$ cat config.mk
export PLATFORM = sky130hd
export DESIGN_NAME = lift_dispatcher_flat
export DESIGN_NICKNAME = d
export VERILOG_FILES = /design/src/rtl/lift_dispatcher_if.sv /design/src/rtl/lift_dispatcher.sv /design/src/flat_wrapper.sv
export SDC_FILE = /design/constraint.sdc
export NUM_CORES = 1
export LEC_CHECK = 0
export ABC_AREA = 1
export BUFFER_PORTS_ARGS = -buffer_cell sky130_fd_sc_hd__buf_2
export CORE_MARGIN = 2
export CORE_UTILIZATION = 45
export CTS_CLUSTER_SIZE = 20
export DETAILED_ROUTE_END_ITERATION = 10
export GPL_ROUTABILITY_DRIVEN = 0
export PLACE_DENSITY = 0.66
export SYNTH_ARGS = -nofsm -noshare
export SYNTH_HDL_FRONTEND = slang
export SYNTH_SLANG_ARGS = --single-unit
$ cat constraint.sdc
create_clock -name clk -period 9.1 [get_ports clk]
set_input_delay 0.455 -clock clk [delete_from_list [all_inputs] [get_ports clk]]
set_output_delay 0.455 -clock clk [all_outputs]
set_load 0.05 [all_outputs]
$ cat src/rtl/lift_dispatcher_if.sv
// ----------------------------------------------------------------------------
// lift_dispatcher_if : hall-call handshake, lift status and assignment bus
// Rev 1.0 - initial release
// ----------------------------------------------------------------------------
`default_nettype none

interface lift_dispatcher_if;
    logic       hall_valid;
    logic [2:0] hall_floor;
    logic       hall_ready;
    logic [2:0] current_floor1;
    logic [2:0] current_floor2;
    logic [1:0] status1;
    logic [1:0] status2;
    logic       emergency_stop1;
    logic       emergency_stop2;
    logic       full_capacity1;
    logic       full_capacity2;
    logic       assign_valid1;
    logic       assign_valid2;
    logic [2:0] assign_floor1;
    logic [2:0] assign_floor2;
    logic [7:0] pending;
    logic [7:0] assign_count1;
    logic [7:0] assign_count2;

    modport master (
        output hall_valid, hall_floor, current_floor1, current_floor2,
               status1, status2, emergency_stop1, emergency_stop2,
               full_capacity1, full_capacity2,
        input  hall_ready, assign_valid1, assign_valid2, assign_floor1,
               assign_floor2, pending, assign_count1, assign_count2
    );

    modport slave (
        input  hall_valid, hall_floor, current_floor1, current_floor2,
               status1, status2, emergency_stop1, emergency_stop2,
               full_capacity1, full_capacity2,
        output hall_ready, assign_valid1, assign_valid2, assign_floor1,
               assign_floor2, pending, assign_count1, assign_count2
    );
endinterface

`default_nettype wire

$ cat src/rtl/lift_dispatcher.sv
// ----------------------------------------------------------------------------
// lift_dispatcher : two-lift hall-call dispatcher, round-robin floor pick and
// nearest-eligible lift. Optional DISPATCH_AGE_EN adds per-floor call ageing.
// Rev 1.0 - initial release
// ----------------------------------------------------------------------------
`default_nettype none

module lift_dispatcher #(
    parameter int unsigned AGE_LIMIT = 15
) (
    input  wire logic        clk,
    input  wire logic        reset_n,
    lift_dispatcher_if.slave bus
);

    typedef enum logic [1:0] {
        IDLE   = 2'd0,
        SELECT = 2'd1,
        ISSUE  = 2'd2
    } state_t;

    state_t     state_q, state_d;
    logic [7:0] pending_q, pending_d;
    logic [2:0] rr_ptr_q, rr_ptr_d;
    logic [2:0] cand_q, cand_d;
    logic       last_q, last_d;     // 1 = lift 2 won the previous assignment
    logic       win_q, win_d;       // 1 = lift 2 holds the current assignment
    logic       valid1_q, valid1_d, valid2_q, valid2_d;
    logic [2:0] floor1_q, floor1_d, floor2_q, floor2_d;
    logic [7:0] count1_q, count1_d, count2_q, count2_d;

    logic       accept;
    logic [7:0] set_mask;
    logic [2:0] diff1, diff2;
    logic [3:0] cost1, cost2;
    logic       elig1, elig2, pick2;
    logic       urgent_any;
    logic [2:0] urgent_idx;

    function automatic logic [2:0] rr_pick(input logic [7:0] req, input logic [2:0] ptr);
        logic [2:0] idx;
        logic       found;
        rr_pick = ptr;
        found   = 1'b0;
        for (int i = 0; i < 8; i++) begin
            idx = ptr + 3'(i);
            if (!found && req[idx]) begin
                rr_pick = idx;
                found   = 1'b1;
            end
        end
    endfunction

    assign bus.hall_ready = ~pending_q[bus.hall_floor];
    assign accept         = bus.hall_valid & ~pending_q[bus.hall_floor];
    assign set_mask       = accept ? (8'b1 << bus.hall_floor) : 8'b0;

`ifdef DISPATCH_AGE_EN
    localparam logic [7:0] AGE_LIM8 = 8'(AGE_LIMIT);
    logic [7:0] age_q [8];

    always_ff @(posedge clk or negedge reset_n) begin
        if (!reset_n) begin
            for (int i = 0; i < 8; i++) age_q[i] <= 8'd0;
        end else begin
            for (int i = 0; i < 8; i++) begin
                if (set_mask[i])
                    age_q[i] <= 8'd0;
                else if (pending_q[i] && age_q[i] != 8'hFF)
                    age_q[i] <= age_q[i] + 8'd1;
            end
        end
    end

    // Descending scan so the lowest urgent floor is the one left standing.
    always_comb begin
        urgent_any = 1'b0;
        urgent_idx = 3'd0;
        for (int i = 7; i >= 0; i--) begin
            if (pending_q[i] && age_q[i] >= AGE_LIM8) begin
                urgent_any = 1'b1;
                urgent_idx = 3'(i);
            end
        end
    end
`else
    logic [31:0] age_limit_unused;
    assign age_limit_unused = AGE_LIMIT;
    assign urgent_any       = 1'b0;
    assign urgent_idx       = 3'd0;
`endif

    always_comb begin
        diff1 = (bus.current_floor1 >= cand_q) ? bus.current_floor1 - cand_q
                                               : cand_q - bus.current_floor1;
        diff2 = (bus.current_floor2 >= cand_q) ? bus.current_floor2 - cand_q
                                               : cand_q - bus.current_floor2;
        cost1 = {1'b0, diff1} + {3'b000, bus.status1 == 2'b01};
        cost2 = {1'b0, diff2} + {3'b000, bus.status2 == 2'b01};
        elig1 = ~(bus.emergency_stop1 | bus.full_capacity1);
        elig2 = ~(bus.emergency_stop2 | bus.full_capacity2);
        // On a cost tie the lift that did not win last time takes the call.
        pick2 = elig2 & (~elig1 | (cost2 < cost1) | ((cost2 == cost1) & ~last_q));
    end

    always_comb begin
        state_d   = state_q;
        pending_d = pending_q | set_mask;
        rr_ptr_d  = rr_ptr_q;
        cand_d    = cand_q;
        last_d    = last_q;
        win_d     = win_q;
        valid1_d  = 1'b0;
        valid2_d  = 1'b0;
        floor1_d  = floor1_q;
        floor2_d  = floor2_q;
        count1_d  = count1_q;
        count2_d  = count2_q;
        case (state_q)
            IDLE: begin
                if (|pending_q) begin
                    cand_d  = urgent_any ? urgent_idx : rr_pick(pending_q, rr_ptr_q);
                    state_d = SELECT;
                end
            end
            SELECT: begin
                if (!elig1 && !elig2) begin
                    rr_ptr_d = cand_q + 3'd1;
                    state_d  = IDLE;
                end else begin
                    win_d    = pick2;
                    valid1_d = ~pick2;
                    valid2_d = pick2;
                    if (pick2) floor2_d = cand_q;
                    else       floor1_d = cand_q;
                    state_d  = ISSUE;
                end
            end
            ISSUE: begin
                pending_d[cand_q] = 1'b0;
                rr_ptr_d          = cand_q + 3'd1;
                last_d            = win_q;
                if (win_q) begin
                    if (count2_q != 8'hFF) count2_d = count2_q + 8'd1;
                end else begin
                    if (count1_q != 8'hFF) count1_d = count1_q + 8'd1;
                end
                state_d = IDLE;
            end
            default: state_d = IDLE;
        endcase
    end

    always_ff @(posedge clk or negedge reset_n) begin
        if (!reset_n) begin
            state_q   <= IDLE;
            pending_q <= 8'd0;
            rr_ptr_q  <= 3'd0;
            cand_q    <= 3'd0;
            last_q    <= 1'b1;
            win_q     <= 1'b0;
            valid1_q  <= 1'b0;
            valid2_q  <= 1'b0;
            floor1_q  <= 3'd0;
            floor2_q  <= 3'd0;
            count1_q  <= 8'd0;
            count2_q  <= 8'd0;
        end else begin
            state_q   <= state_d;
            pending_q <= pending_d;
            rr_ptr_q  <= rr_ptr_d;
            cand_q    <= cand_d;
            last_q    <= last_d;
            win_q     <= win_d;
            valid1_q  <= valid1_d;
            valid2_q  <= valid2_d;
            floor1_q  <= floor1_d;
            floor2_q  <= floor2_d;
            count1_q  <= count1_d;
            count2_q  <= count2_d;
        end
    end

    assign bus.assign_valid1 = valid1_q;
    assign bus.assign_valid2 = valid2_q;
    assign bus.assign_floor1 = floor1_q;
    assign bus.assign_floor2 = floor2_q;
    assign bus.pending       = pending_q;
    assign bus.assign_count1 = count1_q;
    assign bus.assign_count2 = count2_q;

endmodule

`default_nettype wire

$ cat src/flat_wrapper.sv
// flat-port wrapper written by rule: the top's interface ports become plain ports
module lift_dispatcher_flat 
#(
    parameter int unsigned AGE_LIMIT = 15
)
  (clk, reset_n, bus_hall_valid, bus_hall_floor, bus_current_floor1, bus_current_floor2, bus_status1, bus_status2, bus_emergency_stop1, bus_emergency_stop2, bus_full_capacity1, bus_full_capacity2, bus_hall_ready, bus_assign_valid1, bus_assign_valid2, bus_assign_floor1, bus_assign_floor2, bus_pending, bus_assign_count1, bus_assign_count2);
  lift_dispatcher_if bus_i ();
  input  wire logic clk;
  input  wire logic reset_n;
  input wire logic [$bits(bus_i.hall_valid)-1:0] bus_hall_valid;
  input wire logic [$bits(bus_i.hall_floor)-1:0] bus_hall_floor;
  input wire logic [$bits(bus_i.current_floor1)-1:0] bus_current_floor1;
  input wire logic [$bits(bus_i.current_floor2)-1:0] bus_current_floor2;
  input wire logic [$bits(bus_i.status1)-1:0] bus_status1;
  input wire logic [$bits(bus_i.status2)-1:0] bus_status2;
  input wire logic [$bits(bus_i.emergency_stop1)-1:0] bus_emergency_stop1;
  input wire logic [$bits(bus_i.emergency_stop2)-1:0] bus_emergency_stop2;
  input wire logic [$bits(bus_i.full_capacity1)-1:0] bus_full_capacity1;
  input wire logic [$bits(bus_i.full_capacity2)-1:0] bus_full_capacity2;
  output wire logic [$bits(bus_i.hall_ready)-1:0] bus_hall_ready;
  output wire logic [$bits(bus_i.assign_valid1)-1:0] bus_assign_valid1;
  output wire logic [$bits(bus_i.assign_valid2)-1:0] bus_assign_valid2;
  output wire logic [$bits(bus_i.assign_floor1)-1:0] bus_assign_floor1;
  output wire logic [$bits(bus_i.assign_floor2)-1:0] bus_assign_floor2;
  output wire logic [$bits(bus_i.pending)-1:0] bus_pending;
  output wire logic [$bits(bus_i.assign_count1)-1:0] bus_assign_count1;
  output wire logic [$bits(bus_i.assign_count2)-1:0] bus_assign_count2;
  assign bus_i.hall_valid = bus_hall_valid;
  assign bus_i.hall_floor = bus_hall_floor;
  assign bus_i.current_floor1 = bus_current_floor1;
  assign bus_i.current_floor2 = bus_current_floor2;
  assign bus_i.status1 = bus_status1;
  assign bus_i.status2 = bus_status2;
  assign bus_i.emergency_stop1 = bus_emergency_stop1;
  assign bus_i.emergency_stop2 = bus_emergency_stop2;
  assign bus_i.full_capacity1 = bus_full_capacity1;
  assign bus_i.full_capacity2 = bus_full_capacity2;
  assign bus_hall_ready = bus_i.hall_ready;
  assign bus_assign_valid1 = bus_i.assign_valid1;
  assign bus_assign_valid2 = bus_i.assign_valid2;
  assign bus_assign_floor1 = bus_i.assign_floor1;
  assign bus_assign_floor2 = bus_i.assign_floor2;
  assign bus_pending = bus_i.pending;
  assign bus_assign_count1 = bus_i.assign_count1;
  assign bus_assign_count2 = bus_i.assign_count2;
  lift_dispatcher #(.AGE_LIMIT(AGE_LIMIT)) u_core (.clk(clk), .reset_n(reset_n), .bus(bus_i));
endmodule
### After elaboration in Yosys (flattened, before gate mapping)

Cells that the tools add are included.

| word-level totals | value |
|---|---|
| word-level logic and storage cells | 155 |
| latch bits | 0 |
| bits of input ports | 20 |
| memories kept | 0 |
| RAM bits | 0 |
| ROM bits | 0 |
| register bits | 42 |
| output and inout bits | 33 |

| cells by class | value |
|---|---|
| equal/unequal tests | 9 |
| divide/modulo/power cells | 0 |
| bitwise gates (word level) | 16 |
| reduce and logical (&&, ||, !) cells | 26 |
| multiplexer cells | 61 |
| shift operators | 1 |
| $mul | 0 |
| order comparisons | 14 |
| add/subtract/negate cells | 16 |

Operators by type and width:

| kind | number |
|---|---|
| 3-bit by 4-bit less-than comparator with 1-bit output, second input constant | 10 |
| 1-bit two-way mux | 35 |
| 3-bit two-way mux | 10 |
| 1-bit binary-select mux with 3-bit select | 9 |
| 8-bit by 1-bit adder with 8-bit output, second input constant | 2 |
| 8-bit two-way mux | 2 |
| 8-bit inequality test, second input constant | 2 |
| 3-bit adder, second input constant | 4 |
| 3-bit AND reduction | 4 |
| 3-bit subtractor | 4 |
| 1-bit logical AND | 9 |
| 3-bit by 1-bit adder with 4-bit output | 2 |
| 8-bit AND | 1 |
| 8-bit inverter | 1 |
| 8-bit OR | 1 |
| 8-bit OR reduction | 1 |
| 1-bit by 3-bit << shifter with 8-bit output, first input constant | 1 |
| 1-bit logical NOT | 7 |
| 3-bit by 1-bit adder with 3-bit output, second input constant | 2 |
| 3-bit by 2-bit adder with 3-bit output, second input constant | 2 |
| 2-bit by 1-bit equality test with 1-bit output, second input constant | 3 |
| 3-bit greater-or-equal comparator | 2 |
| 1-bit inverter | 6 |
| 3-bit case mux with 2 select lines | 1 |
| other kinds (13) | 22 |

### Logic depth before layout (Yosys ltp)

Gate-level depths: netlist of the first run.

| logic depth | value |
|---|---|
| depth after elaboration | 38 |
| depth in mapped cells | 21 |
| gate-level depth less buffers | 19 |

### Worst setup path before layout of the first run

OpenSTA, ideal clock, no wires.

| timing path | value |
|---|---|
| path kind | reg2reg |
| from | register u_core.cand_q[0] |
| to | register u_core.floor2_q[1], in the netlist u_core.bus.assign_floor2[1] |
| buffers on the path | 0 |
| library setup time | 0.136 ns |
| data arrival time | 2.853 ns |
| data required time | 8.964 ns |
| stages on the path, launching flop included | 17 |
| clock period less this slack | 2.989 ns |
| path slack | 6.111 ns |
| cells stage by stage | dfrtp_1 > clkinv_1 > ha_1 > inv_1 > fa_1 > mux2_2 > ha_1 > inv_1 > ha_1 > a21oi_1 > o21ai_0 > o2111ai_1 > nand2_1 > nor2_1 > inv_1 > nand2_1 > o21ai_0 |

| on the way | value |
|---|---|
| cells in the longest elaborated chain, start to end | 8 |
| elaborated cells between the ends (all ways) | 17 |
| those cells by class | 6 x add/sub; 3 x order compare; 1 x eq/ne; 2 x mux; 4 x bitwise; 1 x reduce/logical |

Ends and longest elaborated chain:

| what | RTL line | source |
|---|---|---|
| from (decl) | lift_dispatcher.sv:25 | `logic [2:0] cand_q, cand_d;` |
| from (signal assigned) | lift_dispatcher.sv:172 | `cand_q <= cand_d;` |
| 3-bit subtractor (tied with other cells) | lift_dispatcher.sv:97 | `: cand_q - bus.current_floor2;` |
| 3-bit two-way mux (on tied branches) | lift_dispatcher.sv:96, lift_dispatcher.sv:94 |  |
| 3-bit by 1-bit adder with 4-bit output (on tied branches) | lift_dispatcher.sv:99, lift_dispatcher.sv:98 |  |
| 4-bit less-than comparator / 4-bit equality test (equally long branches) | lift_dispatcher.sv:103 | `pick2 = elig2 & (~elig1 \| (cost2 < cost1) \| ((cost2 == cost1) & ~last_q));` |
| 1-bit OR / 1-bit AND (equally long branches) | lift_dispatcher.sv:103 |  |
| 1-bit OR (*) | lift_dispatcher.sv:103 |  |
| 1-bit AND (*) | lift_dispatcher.sv:103 |  |
| 3-bit AND reduction (no source line) (*) | -- |  |
| to (signal assigned) | lift_dispatcher.sv:178 | `floor2_q <= floor2_d;` |
| to (decl) | lift_dispatcher.sv:29 | `logic [2:0] floor1_q, floor1_d, floor2_q, floor2_d;` |

Every way passes the cells marked *; elsewhere a longest branch is shown, timed or not.
A chain may end at the register's enable or synchronous reset.

### Final worst setup path of the first run

Same ends and word-level chain as after synthesis.

==> metrics.md, run 1 <==
| Metric | Value |
|---|---|
| Worst Path Max Fanout | `10` |
| Gr usage total | `0.198` |
| Die Area | `7770 µm²` |
| Share of layout cells above drive strength 1 | `0.213` |
| Period utilization | `0.373` |
| First-pass GRT wire length | `12,100 µm` |
| CTS buffer count | `5` |
| # nets final | `506` |
| Mapped cell area | `3190 µm²` |
| Final Cell Area | `3670 µm²` |
| Post-CTS sizing | `0` |
| First-pass detailed-route iteration total | `4` |
| Synth Flop Type | `dfrtp_1` |
| # fillers | `679` |
| Multi-input gate area | `1870 µm²` |
| Layout area overhead | `15.2%` |
| FF-to-FF path depth | `16` |
| H-Tree Depth | `2` |
| Storage cell area | `1050 µm²` |
| Sequential element share of the synthesized area | `0.330` |
| Syn Nets | `451` |
| Post-synthesis register bit count | `42` |
| CP Data Required Time | `9.26 ns` |
| ANT cells | `0` |
| Final ANT Viol Nets | `0` |
| Total setup buffers inserted after CTS | `0` |
| Endpoints failing hold | `0` |
| Crit start category | `flop` |
| Initial antenna violation count | `0` |
| Status | `finished clean` |
| Tot Pwr | `0.00154 W` |
| Post-Synthesis Cells | `404` |
| Total gr overflow | `0` |
| Initial core utilization | `0.466` |
| DP HPWL | `5570 µm` |
| Post-synth EDFFs | `0` |
| Count leader, synth | `nand2_1` |
| Die X | `88.2 µm` |
| Worst R2R Start | `u_core.cand_q[0]$_DFFE_PN0P_` |
| CTS Buffer Depth | `2` |
| Worst-Margin Slew | `0.917 ns` |
| Setup crit end kind | `flop` |
| End of the worst register-to-register path | `u_core.bus.assign_floor2[1]$_DFFE_PN0P_` |
| Worst hold-check path type | `in -> async` |
| Static leakage | `1.95 nW` |
| Ys async rst share | `1.00` |
| Post-synth top area share | `0.322` |
| Syn. warnings | `0` |
| Final wirelength | `7200 µm` |
| Row count | `30` |
| Unique masters post-synth | `40` |
| DP Area | `3530 µm²` |
| Cts hold-fix bufs | `0` |
| Count of final max-slew check failures | `0` |
| Arr. time, crit path | `3.55 ns` |
| Vias | `2,780` |
| Reg clk slew, reported paths | `0.08 ns` |
| I/O pins | `53` |
| Cell Count, Final, Fillers Out | `556` |
| Cell taking the most area after synthesis | `dfrtp_1` |
| Setup TNS | `0 ns` |
| Worst VDD drop | `0.220 mV` |
| TritonCTS clock tree | `done` |
| Power per cell area | `419 nW/µm²` |
| Root Driver | `clkbuf_8` |
| Vias per cell | `5.00` |
| FMAX | `295 MHz` |
| Drt drc | `0` |
| Placed cells | `548` |
| Mapped Avg Cell Area | `7.89 µm²` |
| Max-cap violations | `0` |
| Unrepaired setup endpoints after global routing | `no` |
| Synth area leaders | `dfrtp_1 32%, ha_1 9.0%, nand2_1 9.0%, nand3_1 8.0%, inv_1 6.7%` |
| Largest net degree at the start of global routing | `43` |
| WL/cell | `13.0 µm` |
| FF-to-FF setup slack | `5.71 ns` |
| Vias in the first global route | `2,662` |
| Clk_lat worst skew | `0.29 ns` |
| Minimum clock period | `3.39 ns` |
| Drt first-iter violations | `100` |
| CTS Sinks | `42` |
| Worst clock skew | `0.00693 ns` |
| Core area | `6830 µm²` |
| WS Path Type | `reg -> reg` |
| I/O Buffers | `52` |
| Final setup fails | `0` |
| Die boundary height | `88.2 µm` |
| Slew headroom | `0.388` |
| Post-synth top cells | `76 x nand2_1, 57 x inv_1, 51 x nand3_1` |
## stage by stage
step	worst slack, ns	utilization	hold slack [ns]
after floorplan	6.11	-	0.159
after global placement	5.84	0.517	0.470
after detailed placement	5.74	0.517	0.478
after CTS	5.71	0.537	0.319
after global routing	5.38	0.537	0.377
final	5.71	0.537	0.295
## critical path, cell delays in order (launching register included)
cell       delay [ns]
dfrtp_1          0.49
clkinv_1         0.35
ha_1             0.31
inv_1            0.07
fa_1             0.40
mux2_2           0.29
ha_1             0.28
inv_1            0.03
ha_1             0.27
a21oi_1          0.14
o21ai_0          0.08
o2111ai_1        0.07
nand2_1          0.09
nor2_1           0.13
inv_1            0.12
nand2_1          0.07
o21ai_0          0.07
## placed cells by master (no fill, tap or decap), types with 2 or more instances in the layout
cell | netlist | final
nand2_1 | 76 | 76
inv_1 | 57 | 57
buf_2 | 1 | 52
nand3_1 | 51 | 51
dfrtp_1 | 41 | 41
nor2_1 | 27 | 27
ha_1 | 23 | 23
a21oi_1 | 14 | 14
o21ai_0 | 13 | 13
xor2_1 | 12 | 12
xnor2_1 | 10 | 10
nand2_2 | 10 | 10
nor3_1 | 7 | 7
nand4_1 | 6 | 6
nand2_4 | 6 | 6
nand3_2 | 6 | 6
clkbuf_8 | 0 | 5
a22oi_1 | 4 | 4
inv_2 | 4 | 4
fa_1 | 4 | 4
mux2i_1 | 3 | 3
mux2_2 | 3 | 3
o21ai_1 | 3 | 3
o22ai_1 | 2 | 2
nor2_2 | 2 | 2
nor4_1 | 2 | 2
nor2_4 | 2 | 2
bufinv_16 | 0 | 2
## power by group
part / leakage [nW] / internal (W) / total, W / switching, W
Combinational: 1.36 / 0.000320 / 0.00101 / 0.000692
Clock: 0.0683 / 0.000110 / 0.000176 / 0.0000657
Sequential: 0.525 / 0.000253 / 0.000349 / 0.0000967
## sequential cells by signal, summed over array words and instances (netlist names), 2 cells and up
signal	count
u_core.state_q	2
u_core.cand_q	3
u_core.bus.assign_count2	8
u_core.bus.assign_count1	8
u_core.rr_ptr_q	3
u_core.bus.assign_floor1	3
u_core.bus.pending	8
u_core.bus.assign_floor2	3
## final cells by class
| cell class | instances | share of cell area |
|---|---|---|
| clock buffers | 5 | 0.0188 |
| clock inverters | 3 | 0.0188 |
| inverters | 62 | 0.0634 |
| multi-input cells | 296 | 0.509 |
| flip-flops and latches | 42 | 0.287 |
| well taps | 96 | 0.0327 |
| repair buffers | 52 | 0.0709 |
## routing by layer
layer	part of all wire	GRT usage
met1	0.44	0.257
met2	0.51	0.340
met3	0.030	0.0283
met4	0.016	0.0647
met5	0	0
## how the worst max path moves through the flow
stage                                 start                                       to  slack (ns)  cells past startpoint
3_3_place_gp   u_core.cand_q[0]$_DFFE_PN0P_  u_core.bus.assign_floor2[1]$_DFFE_PN0P_        5.84                     16
4_1_cts        u_core.cand_q[0]$_DFFE_PN0P_  u_core.bus.assign_floor1[0]$_DFFE_PN0P_        5.71                     15
6_report       u_core.cand_q[0]$_DFFE_PN0P_  u_core.bus.assign_floor2[1]$_DFFE_PN0P_        5.71                     16
5_1_grt        u_core.cand_q[0]$_DFFE_PN0P_  u_core.bus.assign_floor2[2]$_DFFE_PN0P_        5.38                     16
3_5_place_dp   u_core.cand_q[0]$_DFFE_PN0P_  u_core.bus.assign_floor2[0]$_DFFE_PN0P_        5.74                     16
2_1_floorplan  u_core.cand_q[0]$_DFFE_PN0P_  u_core.bus.assign_floor2[1]$_DFFE_PN0P_        6.11                     16
## cell families (layout without fill, tap and decap cells)
kind of cell	Yosys count	after routing	synth area share
muxes	6	6	0.0200
xor gates and xnor gates	24	24	0.0707
AOI/OAI and AO/OA	41	41	0.0738
adders and majority gates	27	27	0.115
DFF	42	42	0.330
buffers and inverters	66	122	0.0840
and+or+nand+nor	198	198	0.306
No activity file was read; power rests on OpenSTA's default activity.
==> run 2: changes to the inputs <==
- clock period: 9.1 -> 3.2 ns (I/O delays scaled with it)
==> metrics.md, run 2 (synthesis results as in run 1) <==
| Metric | Value |
|---|---|
| Setup TNS | `0 ns` |
| Final wirelength | `7050 µm` |
| Gr usage total | `0.194` |
| Total gr overflow | `0` |
| Vias | `2,849` |
| Worst-Margin Slew | `0.916 ns` |
| # nets final | `516` |
| DP Area | `3580 µm²` |
| CTS buffer count | `5` |
| Row count | `30` |
| ANT cells | `0` |
| Crit start category | `flop` |
| Worst VDD drop | `0.563 mV` |
| WS Path Type | `reg -> reg` |
| Failing checks | `hold timing` |
| FMAX | `333 MHz` |
| Core area | `6830 µm²` |
| I/O Buffers | `52` |
| Count of final max-slew check failures | `0` |
| Initial core utilization | `0.466` |
| Final setup fails | `0` |
| Status | `finished with violations` |
| Drt drc | `0` |
| Die X | `88.2 µm` |
| Worst clock skew | `0.0112 ns` |
| CTS Buffer Depth | `2` |
| Hold_ws | `-0.0185 ns` |
| Root Driver | `clkbuf_8` |
| First-pass GRT wire length | `11,800 µm` |
| Final ANT Viol Nets | `0` |
| Clk_lat worst skew | `0.30 ns` |
| Tot Pwr | `0.00431 W` |
| TritonCTS clock tree | `done` |
| H-Tree Depth | `2` |
| Arr. time, crit path | `3.18 ns` |
| Static leakage | `1.98 nW` |
| Initial antenna violation count | `0` |
| Setup WS post-layout | `0.201 ns` |
| FF-to-FF path depth | `16` |
| End of the worst register-to-register path | `u_core.bus.assign_floor2[0]$_DFFE_PN0P_` |
| Worst hold-check path type | `in -> async` |
| Unrepaired setup endpoints after global routing | `no` |
| Minimum clock period | `3.00 ns` |
| Die boundary height | `88.2 µm` |
| Vias in the first global route | `2,673` |
| Power per cell area | `1160 nW/µm²` |
| Largest net degree at the start of global routing | `43` |
| Slew headroom | `0.389` |
| Commonest cells after routing, fill and taps aside | `75 x nand2_1, 56 x inv_1, 52 x buf_2` |
| Vias per cell | `5.03` |
| # fillers | `665` |
| Layout area overhead | `16.2%` |
| Drt first-iter violations | `120` |
| Worst Setup SP | `u_core.cand_q[0]$_DFFE_PN0P_` |
| Crit path to | `u_core.bus.assign_floor2[0]$_DFFE_PN0P_` |
| Worst Path Max Fanout | `7` |
| Reg clk slew, reported paths | `0.09 ns` |
| FF-to-FF setup slack | `0.20 ns` |
| CP Data Required Time | `3.38 ns` |
| Period utilization | `0.937` |
| Share of layout cells above drive strength 1 | `0.238` |
| I/O pins | `53` |
| Final Cell Area | `3700 µm²` |
| WL/cell | `12.5 µm` |
| Commonest non-fill, non-tap cell in the layout | `nand2_1` |
| Endpoints failing hold | `17` |
| CTS Sinks | `42` |
| Worst R2R Start | `u_core.cand_q[0]$_DFFE_PN0P_` |
| Max-cap violations | `0` |
| Place WS | `0.0980 ns` |
| Setup crit end kind | `flop` |
| DP HPWL | `5560 µm` |
| Die Area | `7770 µm²` |
| First-pass detailed-route iteration total | `5` |
[run 2: repair_timing]
action | in CTS | in global routing
endpoints found under the setup margin | 0 | 8
setup buffers | 0 | 4
gates resized for setup | 0 | 8
hold buffers | 0 | 0
[run 2: per-layer routing]
metal / routed length, µm / up-vias / GRT usage
li1: - / 1446 / -
met1: 3150 / 1319 / 0.249
met2: 3460 / 72 / 0.333
met3: 306 / 12 / 0.0283
met4: 138 / 0 / 0.0702
met5: 0 / - / 0
[run 2: worst min path at each step]
stage	start	to	slack, ns	cells after the start
2_1_floorplan	reset_n	u_core.bus.assign_count1[0]$_DFFE_PN0P_	-0.14	0
3_3_place_gp	reset_n	u_core.bus.pending[4]$_DFF_PN0_	0.35	1
3_5_place_dp	reset_n	u_core.bus.pending[4]$_DFF_PN0_	0.34	1
4_1_cts	reset_n	u_core.bus.pending[4]$_DFF_PN0_	0.01	1
5_1_grt	reset_n	u_core.bus.pending[4]$_DFF_PN0_	0.06	1
6_report	reset_n	u_core.bus.pending[4]$_DFF_PN0_	-0.02	1
[run 2: critical path, cell delays in order (launching register included)]
cell and delay, ns:
dfrtp_1 0.42, buf_4 0.16, ha_1 0.18, inv_1 0.08
fa_1 0.41, mux2_2 0.29, ha_1 0.28, inv_1 0.04
ha_1 0.28, a21oi_1 0.16, o21ai_1 0.08, o2111ai_1 0.08
nand2_1 0.12, nor2_2 0.13, inv_2 0.08, nand2_1 0.05
o21ai_0 0.07
[run 2: power by group]
| group | leakage (nW) | switching (W) | total [W] | internal (W) |
|---|---|---|---|---|
| Combinational | 1.41 | 0.00201 | 0.00300 | 0.000993 |
| Clock | 0.0452 | 0.000188 | 0.000342 | 0.000154 |
| Sequential | 0.524 | 0.000250 | 0.000970 | 0.000720 |
[run 2: metrics by stage]
step,util,std cells
2_1_floorplan,-,404
3_3_place_gp,0.524,554
3_5_place_dp,0.524,554
4_1_cts,0.536,562
5_1_grt,0.542,566
6_report,0.542,566
[run 2: layout make-up]
| cell class | count | area [µm²] | area share |
|---|---|---|---|
| clock inverter | 2 | 13.8 | 0.00372 |
| clock buffer | 6 | 72.6 | 0.0196 |
| timing repair buffer | 62 | 335 | 0.0905 |
| tap | 96 | 120 | 0.0324 |
| sequential | 42 | 1050 | 0.284 |
| inverter | 62 | 233 | 0.0628 |
| multi-input combinational | 296 | 1880 | 0.506 |
==> run 3: changes to the inputs <==
- CORE_UTILIZATION: 45 -> 35
- PLACE_DENSITY: 0.66 -> default
==> metrics.md, run 3 (synthesis results as in run 1) <==
| Metric | Value |
|---|---|
| Status | `finished with violations` |
| Failing checks | `hold timing` |
| WS Path Type | `reg -> reg` |
| Placed cells | `567` |
| Commonest cells after routing, fill and taps aside | `76 x nand2_1, 56 x inv_1, 52 x buf_2` |
| Minimum clock period | `2.95 ns` |
| I/O Buffers | `52` |
| Final ANT Viol Nets | `0` |
| Period utilization | `0.922` |
| WL/cell | `12.9 µm` |
| Final wirelength | `7410 µm` |
| Cell Count, Final, Fillers Out | `576` |
| Worst clock skew | `0.0177 ns` |
| Core area | `8760 µm²` |
| Row count | `34` |
| Reg clk slew, reported paths | `0.09 ns` |
| Initial core utilization | `0.364` |
| Worst path max stage delay | `0.37 ns` |
| Gate power share | `0.695` |
| First-pass GRT wire length | `12,800 µm` |
| Power per cell area | `1160 nW/µm²` |
| CTS buffer count | `5` |
| Part of the power in registers | `0.225` |
| Clock power frac | `0.080` |
| ANT cells | `0` |
| FMAX | `339 MHz` |
| Net Sw Power | `0.00246 W` |
| Cts hold-fix bufs | `0` |
| Setup TNS | `0 ns` |
| Slowest stage cell on the critical path | `dfrtp_1` |
| Gr usage total | `0.159` |
| TritonCTS clock tree | `done` |
| CTS Buffer Depth | `2` |
| Vias in the first global route | `2,778` |
| Endpoints failing hold | `14` |
| Drt first-iter violations | `131` |
| Initial antenna violation count | `0` |
| First-pass detailed-route iteration total | `4` |
| Root Driver | `clkbuf_8` |
| Vias | `2,801` |
| Worst VDD drop | `0.660 mV` |
| DP Area | `3600 µm²` |
| Arr. time, crit path | `3.12 ns` |
| Critical-path cell list | `inv_1 -> ha_1 -> nand3_1 -> nand3_1 -> mux2_2 -> ha_1 -> inv_1 -> ha_1 -> a21oi_1 -> o21ai_0 -> o2111ai_1 -> nand2_1 -> nor2_1 -> inv_1 -> nand2_1 -> o21ai_0` |
| Commonest non-fill, non-tap cell in the layout | `nand2_1` |
| I/O pins | `53` |
| Worst Path Max Fanout | `7` |
| Hold_ws | `-0.00524 ns` |
| Largest net degree at the start of global routing | `43` |
| CP Data Required Time | `3.37 ns` |
| Slew headroom | `0.375` |
| DP HPWL | `5810 µm` |
| Setup crit end kind | `flop` |
| Count of final max-slew check failures | `0` |
| Crit start category | `flop` |
| Die Area | `9880 µm²` |
| # nets final | `514` |
| Max-cap violations | `0` |
| Share of layout cells above drive strength 1 | `0.237` |
| Layout area overhead | `16.1%` |
| Worst hold-check path type | `in -> async` |
| Final setup fails | `0` |
| Tot Pwr | `0.00431 W` |
| Switching share of power | `0.570` |
| Worst-Margin Slew | `0.938 ns` |
| CTS Sinks | `42` |
| Total gr overflow | `0` |
| Die X | `99.4 µm` |
| H-Tree Depth | `2` |
| Clk_lat worst skew | `0.30 ns` |
| Int Pwr | `0.00185 W` |
| Die boundary height | `99.4 µm` |
| Final Cell Area | `3700 µm²` |
| Static leakage | `1.97 nW` |
| Unrepaired setup endpoints after global routing | `no` |
| Vias per cell | `4.86` |
| Drt drc | `0` |
-- run 3: metrics by stage --
step                      utilization  setup slack (ns)
final                           0.422             0.248
after global routing            0.422            0.0113
after CTS                       0.421             0.144
after detailed placement        0.411             0.155
after global placement          0.411             0.270
after floorplan                     -             0.211
-- run 3: repair_timing --
action                     4_1_cts  5_1_grt
gates resized for setup          0        6
setup buffers                    0        1
setup endpoints to repair        0        8
-- run 3: path summary, 6_finish.rpt --
path	startpoint	end	slack, ns	cells after the start
min in group clk	bus_emergency_stop2	u_core.bus.assign_valid2$_DFF_PN0_	0.16	4
hold reg to reg	u_core.last_q$_DFFE_PN1P_	u_core.last_q$_DFFE_PN1P_	0.49	2
setup reg to reg	u_core.cand_q[2]$_DFFE_PN0P_	u_core.bus.assign_floor2[0]$_DFFE_PN0P_	0.25	16
setup / recovery	u_core.cand_q[2]$_DFFE_PN0P_	u_core.bus.assign_floor2[0]$_DFFE_PN0P_	0.25	16
hold / removal	reset_n	u_core.bus.assign_count2[2]$_DFFE_PN0P_	-0.005	1
max in group asynchronous	reset_n	u_core.cand_q[1]$_DFFE_PN0P_	2.55	1
-- run 3: area by class of cell --
| class | instances | area, µm² |
|---|---|---|
| fillers | 902 | 5060 |
| multi-input cells | 296 | 1870 |
| flip-flops and latches | 42 | 1050 |
| repair buffers | 60 | 320 |
| inverters | 62 | 233 |
| well taps | 108 | 135 |
| clock buffers | 5 | 68.8 |
| clock inverters | 3 | 18.8 |
-- run 3: critical path: cells and delay by family (launching register included) --
kind            cells  cell delay [ns]
compound gates      4             0.36
buf+inv             3             0.26
simple gates        5             0.52
mux                 1             0.37
flops               1             0.37
fa+ha+maj           3             0.93
-- run 3: power by group through the flow --
stage / Clock, W / Sequential (W) / Combinational (W)
2_1_floorplan: 0 / 0.00133 / 0.00194
3_3_place_gp: 0 / 0.000969 / 0.00294
3_5_place_dp: 0 / 0.000971 / 0.00299
4_1_cts: 0.000351 / 0.000965 / 0.00300
5_1_grt: 0.000383 / 0.00100 / 0.00340
6_report: 0.000346 / 0.000970 / 0.00299
-- run 3: per-layer routing --
layer	GRT usage	share of wire	vias up
met3	0.0183	0.031	4
met1	0.207	0.45	1309
met5	0	0	-
li1	-	-	1439
met2	0.280	0.51	49
met4	0.0464	0.0080	0
